[src/rtl/icon_overlay.sv]
// icon_overlay: overlays NUM_ICONS independently placed, shape-selectable icons
// onto the VGA pixel stream. Placement updates are staged in shadow registers
// and committed at frame_start so a frame is never drawn with half-applied updates.
// Rowpx/Colpx to icon/icon_id/collision latency is fixed at 3 cycles.
// Optional feature macro: ICON_SCALE2X_EN (each icon drawn at twice its ROM size).
module icon_overlay #(
    parameter int NUM_ICONS  = 2,
    parameter int ICON_SIZE  = 16,
    parameter int LOC_SHIFT  = 2,
    parameter int SHAPE_BITS = 3,
    parameter int PIX_BITS   = 2,
    parameter int COORD_W    = 10,
    localparam int IDW = (NUM_ICONS > 1) ? $clog2(NUM_ICONS) : 1,
    localparam int SW  = $clog2(ICON_SIZE),
    localparam int AW  = SHAPE_BITS + 2 * SW
) (
    input  logic                          vga_clock,
    input  logic                          reset_n,
    input  logic                          frame_start,
    input  logic                          upd_valid,
    output logic                          upd_ready,
    input  logic [IDW-1:0]                upd_sel,
    input  logic                          upd_en,
    input  logic [7:0]                    upd_locx,
    input  logic [7:0]                    upd_locy,
    input  logic [SHAPE_BITS-1:0]         upd_info,
    input  logic [COORD_W-1:0]            Rowpx,
    input  logic [COORD_W-1:0]            Colpx,
    output logic [NUM_ICONS*AW-1:0]       rom_addr,
    input  logic [NUM_ICONS*PIX_BITS-1:0] rom_data,
    output logic [PIX_BITS-1:0]           icon,
    output logic [IDW-1:0]                icon_id,
    output logic                          collision
);

    // Relative coordinates carry two spare bits over the widest operand so an
    // icon near a screen edge clips instead of wrapping to the opposite edge.
    localparam int LPW = 8 + LOC_SHIFT;
    localparam int RW  = ((COORD_W > LPW) ? COORD_W : LPW) + 2;

`ifdef ICON_SCALE2X_EN
    localparam int FOOT = 2 * ICON_SIZE;
    localparam int OFFS = ICON_SIZE;
    localparam int RSH  = 1;
`else
    localparam int FOOT = ICON_SIZE;
    localparam int OFFS = ICON_SIZE / 2;
    localparam int RSH  = 0;
`endif

    logic                  rdy_q;
    logic                  accept;
    logic [NUM_ICONS-1:0]  pend_q;
    logic [NUM_ICONS-1:0]  sh_en_q;
    logic [NUM_ICONS-1:0]  act_en_q;
    logic [7:0]            sh_locx_q  [NUM_ICONS];
    logic [7:0]            sh_locy_q  [NUM_ICONS];
    logic [SHAPE_BITS-1:0] sh_info_q  [NUM_ICONS];
    logic [7:0]            act_locx_q [NUM_ICONS];
    logic [7:0]            act_locy_q [NUM_ICONS];
    logic [SHAPE_BITS-1:0] act_info_q [NUM_ICONS];

    logic [RW-1:0]               rel_r;
    logic [RW-1:0]               rel_c;
    logic [NUM_ICONS-1:0]        inside_d;
    logic [NUM_ICONS-1:0]        inside1_q;
    logic [NUM_ICONS-1:0]        inside2_q;
    logic [NUM_ICONS*AW-1:0]     rom_addr_d;
    logic [NUM_ICONS*AW-1:0]     rom_addr_q;

    logic [PIX_BITS-1:0]         pix;
    logic                        hit;
    logic                        multi;
    logic [PIX_BITS-1:0]         icon_d;
    logic [PIX_BITS-1:0]         icon_q;
    logic [IDW-1:0]              icon_id_d;
    logic [IDW-1:0]              icon_id_q;
    logic                        coll_d;
    logic                        coll_q;

    assign upd_ready = rdy_q & ~frame_start;
    assign accept    = upd_valid & upd_ready;
    assign rom_addr  = rom_addr_q;
    assign icon      = icon_q;
    assign icon_id   = icon_id_q;
    assign collision = coll_q;

    // Shadow capture on accepted updates; commit pending shadows to active at frame_start.
    always_ff @(posedge vga_clock or negedge reset_n) begin
        if (!reset_n) begin
            rdy_q    <= 1'b0;
            pend_q   <= '0;
            sh_en_q  <= '0;
            act_en_q <= '0;
            for (int unsigned i = 0; i < NUM_ICONS; i++) begin
                sh_locx_q[i]  <= '0;
                sh_locy_q[i]  <= '0;
                sh_info_q[i]  <= '0;
                act_locx_q[i] <= '0;
                act_locy_q[i] <= '0;
                act_info_q[i] <= '0;
            end
        end else begin
            rdy_q <= 1'b1;
            if (frame_start) begin
                for (int unsigned i = 0; i < NUM_ICONS; i++) begin
                    if (pend_q[i]) begin
                        act_en_q[i]   <= sh_en_q[i];
                        act_locx_q[i] <= sh_locx_q[i];
                        act_locy_q[i] <= sh_locy_q[i];
                        act_info_q[i] <= sh_info_q[i];
                    end
                end
                pend_q <= '0;
            end else begin
                // Out-of-range selects match no channel and are silently dropped.
                for (int unsigned i = 0; i < NUM_ICONS; i++) begin
                    if (accept && (upd_sel == IDW'(i))) begin
                        sh_en_q[i]   <= upd_en;
                        sh_locx_q[i] <= upd_locx;
                        sh_locy_q[i] <= upd_locy;
                        sh_info_q[i] <= upd_info;
                        pend_q[i]    <= 1'b1;
                    end
                end
            end
        end
    end

    // Stage 1 combinational: per-channel relative position, footprint test and ROM address.
    always_comb begin
        inside_d   = '0;
        rom_addr_d = '0;
        rel_r      = '0;
        rel_c      = '0;
        for (int unsigned i = 0; i < NUM_ICONS; i++) begin
            rel_r = RW'(Rowpx) - (RW'(act_locy_q[i]) << LOC_SHIFT) + RW'(OFFS);
            rel_c = RW'(Colpx) - (RW'(act_locx_q[i]) << LOC_SHIFT) + RW'(OFFS);
            inside_d[i] = act_en_q[i]
                        && !rel_r[RW-1] && (rel_r < RW'(FOOT))
                        && !rel_c[RW-1] && (rel_c < RW'(FOOT));
            rom_addr_d[i*AW +: AW] = {act_info_q[i], rel_r[RSH +: SW], rel_c[RSH +: SW]};
        end
    end

    // Stages 1 and 2 registers: ROM address issue, footprint flag delayed to meet ROM data.
    always_ff @(posedge vga_clock or negedge reset_n) begin
        if (!reset_n) begin
            inside1_q  <= '0;
            inside2_q  <= '0;
            rom_addr_q <= '0;
        end else begin
            inside1_q  <= inside_d;
            inside2_q  <= inside1_q;
            rom_addr_q <= rom_addr_d;
        end
    end

    // Stage 3 combinational: priority select of the lowest opaque channel, overlap detect.
    always_comb begin
        icon_d    = '0;
        icon_id_d = '0;
        hit       = 1'b0;
        multi     = 1'b0;
        pix       = '0;
        for (int unsigned i = 0; i < NUM_ICONS; i++) begin
            pix = rom_data[i*PIX_BITS +: PIX_BITS];
            if (inside2_q[i] && (pix != '0)) begin
                if (hit) begin
                    multi = 1'b1;
                end else begin
                    icon_d    = pix;
                    icon_id_d = IDW'(i);
                    hit       = 1'b1;
                end
            end
        end
        coll_d = frame_start ? 1'b0 : (coll_q | multi);
    end

    // Stage 3 registers: rendered pixel, winning channel and sticky collision flag.
    always_ff @(posedge vga_clock or negedge reset_n) begin
        if (!reset_n) begin
            icon_q    <= '0;
            icon_id_q <= '0;
            coll_q    <= 1'b0;
        end else begin
            icon_q    <= icon_d;
            icon_id_q <= icon_id_d;
            coll_q    <= coll_d;
        end
    end

endmodule

[config.mk]
export PLATFORM = sky130hd
export DESIGN_NAME = icon_overlay
export DESIGN_NICKNAME = d
export VERILOG_FILES = /design/src/rtl/icon_overlay.sv
export SDC_FILE = /design/constraint.sdc
export NUM_CORES = 1
export LEC_CHECK = 0
export ABC_CLOCK_PERIOD_IN_PS = 3600
export CORE_MARGIN = 8
export CORE_UTILIZATION = 45
export DETAILED_ROUTE_END_ITERATION = 7
export PLACE_DENSITY_LB_ADDON = 0.3
export SETUP_SLACK_MARGIN = 0.3
export SYNTH_ARGS = -nofsm -noshare
export SYNTH_HDL_FRONTEND = slang
export SYNTH_SLANG_ARGS = --single-unit
[constraint.sdc]
create_clock -name vga_clock -period 3.6 [get_ports vga_clock]
set_clock_uncertainty 0.2 [all_clocks]
set_input_delay 0.72 -clock vga_clock [delete_from_list [all_inputs] [get_ports vga_clock]]
set_output_delay 0.72 -clock vga_clock [all_outputs]
set_load 0.01 [all_outputs]
=== Yosys cells after proc, flatten, opt, wreduce, memory -nomap -nowiden ===
Cells that the tools add are included.

* Register bits after elaboration: 113
* Output and inout bits: 27
* Word-level logic and storage cells: 78

* $add $sub $neg: 8
* $lt $le $gt $ge: 4
* Muxes and demuxes: 12
* Bitwise logic cells: 5
* Reductions and logical operators: 24

{| class="wikitable"
|+ Operators by type and width
! kind !! count
|-
| $add 11x5->12 const B || 4
|-
| $lt 12x5->1 const B || 4
|-
| $sub 10x10->11 || 4
|-
| $logic_and 1x1->1 || 12
|-
| $mux 1 || 8
|-
| $mux 2 || 4
|-
| $reduce_and 2->1 || 4
|-
| $reduce_bool 2->1 || 4
|-
| $logic_not 1->1 || 4
|-
| $and 1x1->1 || 2
|-
| $not 1->1 || 2
|-
| $or 1x1->1 || 1
|}

=== Logic depth before layout (Yosys ltp) ===
* Depth after elaboration: 7
* Gate-level depth with buffers: 11

=== Worst setup path after synthesis ===
No wires, ideal clock.

* Path kind: input -> register
* Start: in Colpx[2]
* End: reg inside1_q[0]
* Library setup time: 0.094 ns
* Arrival: 3.148 ns
* Required time: 3.306 ns
* Path slack: 0.159 ns
* Cell stages on the path: 11
* Buffers on the path: 0
* Cells stage by stage: inv_1 -> ha_1 -> fa_1 -> nand2b_1 -> a21o_4 -> xnor2_4 -> nand2_1 -> a21o_1 -> a211o_1 -> or4b_4 -> a221oi_2

* Longest elaborated chain between the ends: 5

{| class="wikitable"
|+ RTL lines
! what !! line !! text
|-
| from (decl) || 28 || <nowiki>input logic [COORD_W-1:0] Colpx,</nowiki>
|-
| $sub 10x10->11 (*) || 138 || <nowiki>rel_c = RW'(Colpx) - (RW'(act_locx_q[i]) << LOC_SHIFT) + RW'(OFFS);</nowiki>
|-
| $add 11x5->12 (*) || 138 ||
|-
| parallel branches: the longest is 2 deep, another holds $lt 12x5->1 || -- ||
|-
| $logic_and 1x1->1 (*) || 141 || <nowiki>&& !rel_c[RW-1] && (rel_c < RW'(FOOT));</nowiki>
|-
| via inside_d[0] || 65 || <nowiki>logic [NUM_ICONS-1:0] inside_d;</nowiki>
|-
| to (signal assigned) || 153 || <nowiki>inside1_q <= inside_d;</nowiki>
|-
| to (decl) || 66 || <nowiki>logic [NUM_ICONS-1:0] inside1_q;</nowiki>
|}

Mark *: on every way through the listed nets, which the timed path passes.
A chain may end at the register's enable or synchronous reset.

=== Final worst setup path ===
* Start: in Colpx[7]
* End: reg inside1_q[0]

Same word-level chain as after synthesis.

==> flow_summary.yaml <==
placement:
  half_perimeter_wire_length_of_the_detailed_placement_result_um: 9820
  portbufs: 75
  placedInstanceArea_mm2: 0.00709
  weighted_congestion_at_the_end_of_routability_driven_global_placement: 0.855
  dp_worst_setup_slack_ns: -0.431
timing:
  rsz0062_at_grt: "no"
  number_of_failing_setup_endpoints_in_the_final_timing_report: 0
  max_slew_margin_pct: 61.1
  count_of_final_hold_check_violations: 0
  fin_setup_tns_ns: 0
  min_period_ns: 3.21
  timing.final.max_slew_violations: 0
  worstMarginPinSlew_ns: 0.584
  setup_ws_ns: 0.390
  timing.fmax_mhz: 312
  period_share_pct: 89.2
cts:
  clkTransAtPathRegs_ns: 0.07
  cts_tree: "yes"
  clock_sinks: 109
  holdBufCountCts: 0
  cts_root_buffer: "sky130_fd_sc_hd__clkbuf_16"
  h-tree-depth: 3
  cts_buffers: 9
  clk_path_buf_depth: 2
  clock_insertion_delay_worst_skew_ns: 0.35
cells_and_area:
  num_antenna_cells: 0
  syn2layout_area_growth_pct: 31.5
  post_route_cells_drive_above_1_share_pct: 32.6
  design_area_mm2: 0.00756
  final_nets: 712
drt:
  antenna_left: 0
  vias: 4191
  drt_drc_violations_left: 0
  routedWlPerCell_um: 16.6
  detailedRoute.firstPassIterationCount: 4
  drt_iter0_drc: 227
  drt_wl_total_um: 13200
  avgViaCountPerCell: 5.25
flow_run:
  drv_cap: 0
worst_setup_path:
  crit_path_max_fanout: 4
  startpoint_type: "input pin"
  cp_slowest_cell: "sky130_fd_sc_hd__or4b_2"
  setup.worst_path.class: "in -> reg"
  critical_path.cell_chain: "clkdlybuf4s50_1 -> ha_1 -> nor3b_1 -> a21oi_1 -> o41a_1 -> nand2_1 -> or4b_2 -> o31ai_1 -> nand4_1 -> a221oi_2"
  arrival_time_at_the_worst_endpoint_ns: 3.27
  end_kind: "flip-flop"
  worst_path_largest_cell_delay_ns: 0.66
  worstPathRequired_ns: 3.66
synthesis:
  cell_area_after_synthesis_mm2: 0.00575
  proportion_of_synthesized_flip_flops_having_asynchronous_set_or_reset_pct: 100
  synth_cell_type_count: 59
  synthFlopType: "sky130_fd_sc_hd__dfrtp_1"
  ys_seq_elements: 109
  yosysWarningCount: 0
  synth-seq-area-share_pct: 47.4
  synth_edf_count: 0
  mappedNetlistNets: 584
  synthCells: 493
  avgSynthCellArea_um2: 11.7
worst_hold_path:
  hp-class: "reg -> reg"
floorplanning:
  rows: 41
  die_area_mm2: 0.0166
  design.core.area_mm2: 0.0126
  dieHeight_um: 129
  initial_core_util_pct: 45.7
  die_width_um: 129
  num_io_pins: 76
grt:
  grt_first_pass_wirelength_um: 21300
  gr-usage-all-layers_pct: 16.3
  grt-ovfl-total: 0
  antenna_found_initial: 0
  grt_start_max_net_pins: 69
  grt_pass1_vias: 4377
power_and_ir_drop:
  vdd.ir_drop.worst_mv: 0.303
  static_leakage_power_nw: 3.40
  finalPower_mw: 5.89
  powerDensity_mw_per_mm2: 779
outcome:
  status: "finished, final reports clean"
==> final cells by class <==
type | instances | area, µm²
fillers | 995 | 5010
repair buffers | 130 | 1170
flip-flops and latches | 109 | 2730
clock buffers | 10 | 229
multi-input cells | 322 | 2970
well taps | 172 | 215
clock inverters | 6 | 52.6
inverters | 49 | 196
==> worst max-delay path, delay by kind of cell <==
family                   cells  cell delay [ns]
AND/OR/NAND/NOR              4             1.05
AO/OA/AOI/OAI                4             0.63
buffers and inverters        1             0.49
adder cells (fa/ha/maj)      1             0.38
==> power by group <==
part           internal [mW]  switching (mW)  leakage [nW]  total [mW]
clock                  0.483           0.468         0.132       0.951
sequential              1.59           0.209          1.34        1.80
combinational           1.69            1.45          1.93        3.14
==> worst paths after layout <==
check,slack (ns),startpoint,to,cells past startpoint
worst max-delay path,0.39,Colpx[7],inside1_q[0]$_DFF_PN0_,10
worst min-delay path,0.15,inside1_q[1]$_DFF_PN0_,inside2_q[1]$_DFF_PN0_,0
worst max register to register,0.52,act_locx_q[8]$_DFFE_PN0P_,inside1_q[0]$_DFF_PN0_,10
worst min register to register,0.15,inside1_q[1]$_DFF_PN0_,inside2_q[1]$_DFF_PN0_,0
max in group asynchronous,2.28,reset_n,sh_locy_q[12]$_DFFE_PN0P_,2
min in group asynchronous,0.18,reset_n,rom_addr[7]$_DFF_PN0_,1
==> routing by layer <==
metal	share of wire [%]	GRT usage [%]
met1	42	19.6
met2	51	28.6
met3	5.7	3.49
met4	1.1	4.77
met5	0	0
==> metrics by stage <==
| stage | cells | hold slack (ns) | util [%] |
|---|---|---|---|
| floorplan | 493 | 0.131 | - |
| global placement | 776 | 0.133 | 56.4 |
| detailed placement | 776 | 0.138 | 56.4 |
| CTS | 793 | 0.153 | 59.1 |
| global route | 798 | 0.160 | 60.2 |
| finish | 798 | 0.152 | 60.2 |
==> flip-flops by register name, indices dropped and copies added (netlist names), 6 cells and up <==
signal      cells
sh_locy_q      16
rom_addr       18
act_locx_q     16
act_info_q      6
sh_locx_q      16
act_locy_q     16
sh_info_q       6
==> logic make-up after synthesis <==
| group | share of synthesized area (%) |
|---|---|
| AO/OA/AOI/OAI | 9.60 |
| XOR/XNOR | 3.83 |
| adder cells (fa/ha/maj) | 9.66 |
| buffers and inverters | 4.33 |
| flip-flops | 47.4 |
| multiplexers | 15.9 |
| other | 0.0652 |
| AND/OR/NAND/NOR | 9.21 |
==> synth_stat cells (2+ instances only) <==
| master | instances | share of area [%] |
|---|---|---|
| sky130_fd_sc_hd__xnor2_1 | 15 | 2.3 |
| sky130_fd_sc_hd__and2_1 | 4 | 0.44 |
| sky130_fd_sc_hd__nand2b_1 | 11 | 1.2 |
| sky130_fd_sc_hd__a31oi_1 | 4 | 0.44 |
| sky130_fd_sc_hd__nand3_1 | 7 | 0.61 |
| sky130_fd_sc_hd__nor3_1 | 6 | 0.52 |
| sky130_fd_sc_hd__clkbuf_1 | 8 | 0.52 |
| sky130_fd_sc_hd__nor4_1 | 2 | 0.22 |
| sky130_fd_sc_hd__o22ai_1 | 2 | 0.22 |
| sky130_fd_sc_hd__ha_1 | 38 | 8.3 |
| sky130_fd_sc_hd__a211o_1 | 2 | 0.30 |
| sky130_fd_sc_hd__o31a_1 | 2 | 0.30 |
| sky130_fd_sc_hd__o21ai_0 | 12 | 1.0 |
| sky130_fd_sc_hd__o311a_1 | 2 | 0.35 |
| sky130_fd_sc_hd__or2_2 | 4 | 0.44 |
| sky130_fd_sc_hd__a211oi_1 | 2 | 0.26 |
| sky130_fd_sc_hd__o211ai_1 | 3 | 0.39 |
| sky130_fd_sc_hd__fa_1 | 4 | 1.4 |
| sky130_fd_sc_hd__o311ai_0 | 2 | 0.30 |
| sky130_fd_sc_hd__or3_1 | 2 | 0.22 |
| sky130_fd_sc_hd__mux2_2 | 81 | 16 |
| sky130_fd_sc_hd__nor3b_1 | 2 | 0.26 |
| sky130_fd_sc_hd__inv_1 | 49 | 3.2 |
| sky130_fd_sc_hd__nor2b_1 | 4 | 0.44 |
| sky130_fd_sc_hd__o31ai_1 | 7 | 0.91 |
| sky130_fd_sc_hd__nand2_1 | 13 | 0.85 |
| sky130_fd_sc_hd__a22o_1 | 3 | 0.46 |
| sky130_fd_sc_hd__a21oi_2 | 2 | 0.30 |
| sky130_fd_sc_hd__nor2_1 | 23 | 1.5 |
| sky130_fd_sc_hd__dfrtp_1 | 109 | 47 |
| sky130_fd_sc_hd__o21a_1 | 8 | 1.0 |
| sky130_fd_sc_hd__and3_1 | 5 | 0.54 |
| sky130_fd_sc_hd__or2_1 | 2 | 0.22 |
| sky130_fd_sc_hd__a21oi_1 | 17 | 1.5 |
| sky130_fd_sc_hd__xor2_1 | 7 | 1.1 |
| sky130_fd_sc_hd__nand4_1 | 3 | 0.33 |
| sky130_fd_sc_hd__buf_4 | 4 | 0.52 |
==> what timing repair did <==
item	4_1_cts	5_1_grt
gates resized for setup	24	29
endpoints found under the setup margin	2	2
buffers inserted	1	5
cloned	0	0
endpoints found under the hold margin	0	0
pin swaps	18	20
==> cells in the final DEF, fill, tap and decap left out, drive strengths merged, types with 13 or more instances in the layout <==
| cell | count |
|---|---|
| nor2 | 23 |
| nand2 | 13 |
| mux2 | 81 |
| o21ai | 13 |
| buf | 57 |
| dfrtp | 109 |
| inv | 53 |
| ha | 38 |
| a21oi | 19 |
| xnor2 | 16 |
| clkdlybuf4s50 | 67 |
Note: power is estimated with default switching activity, not from simulation.
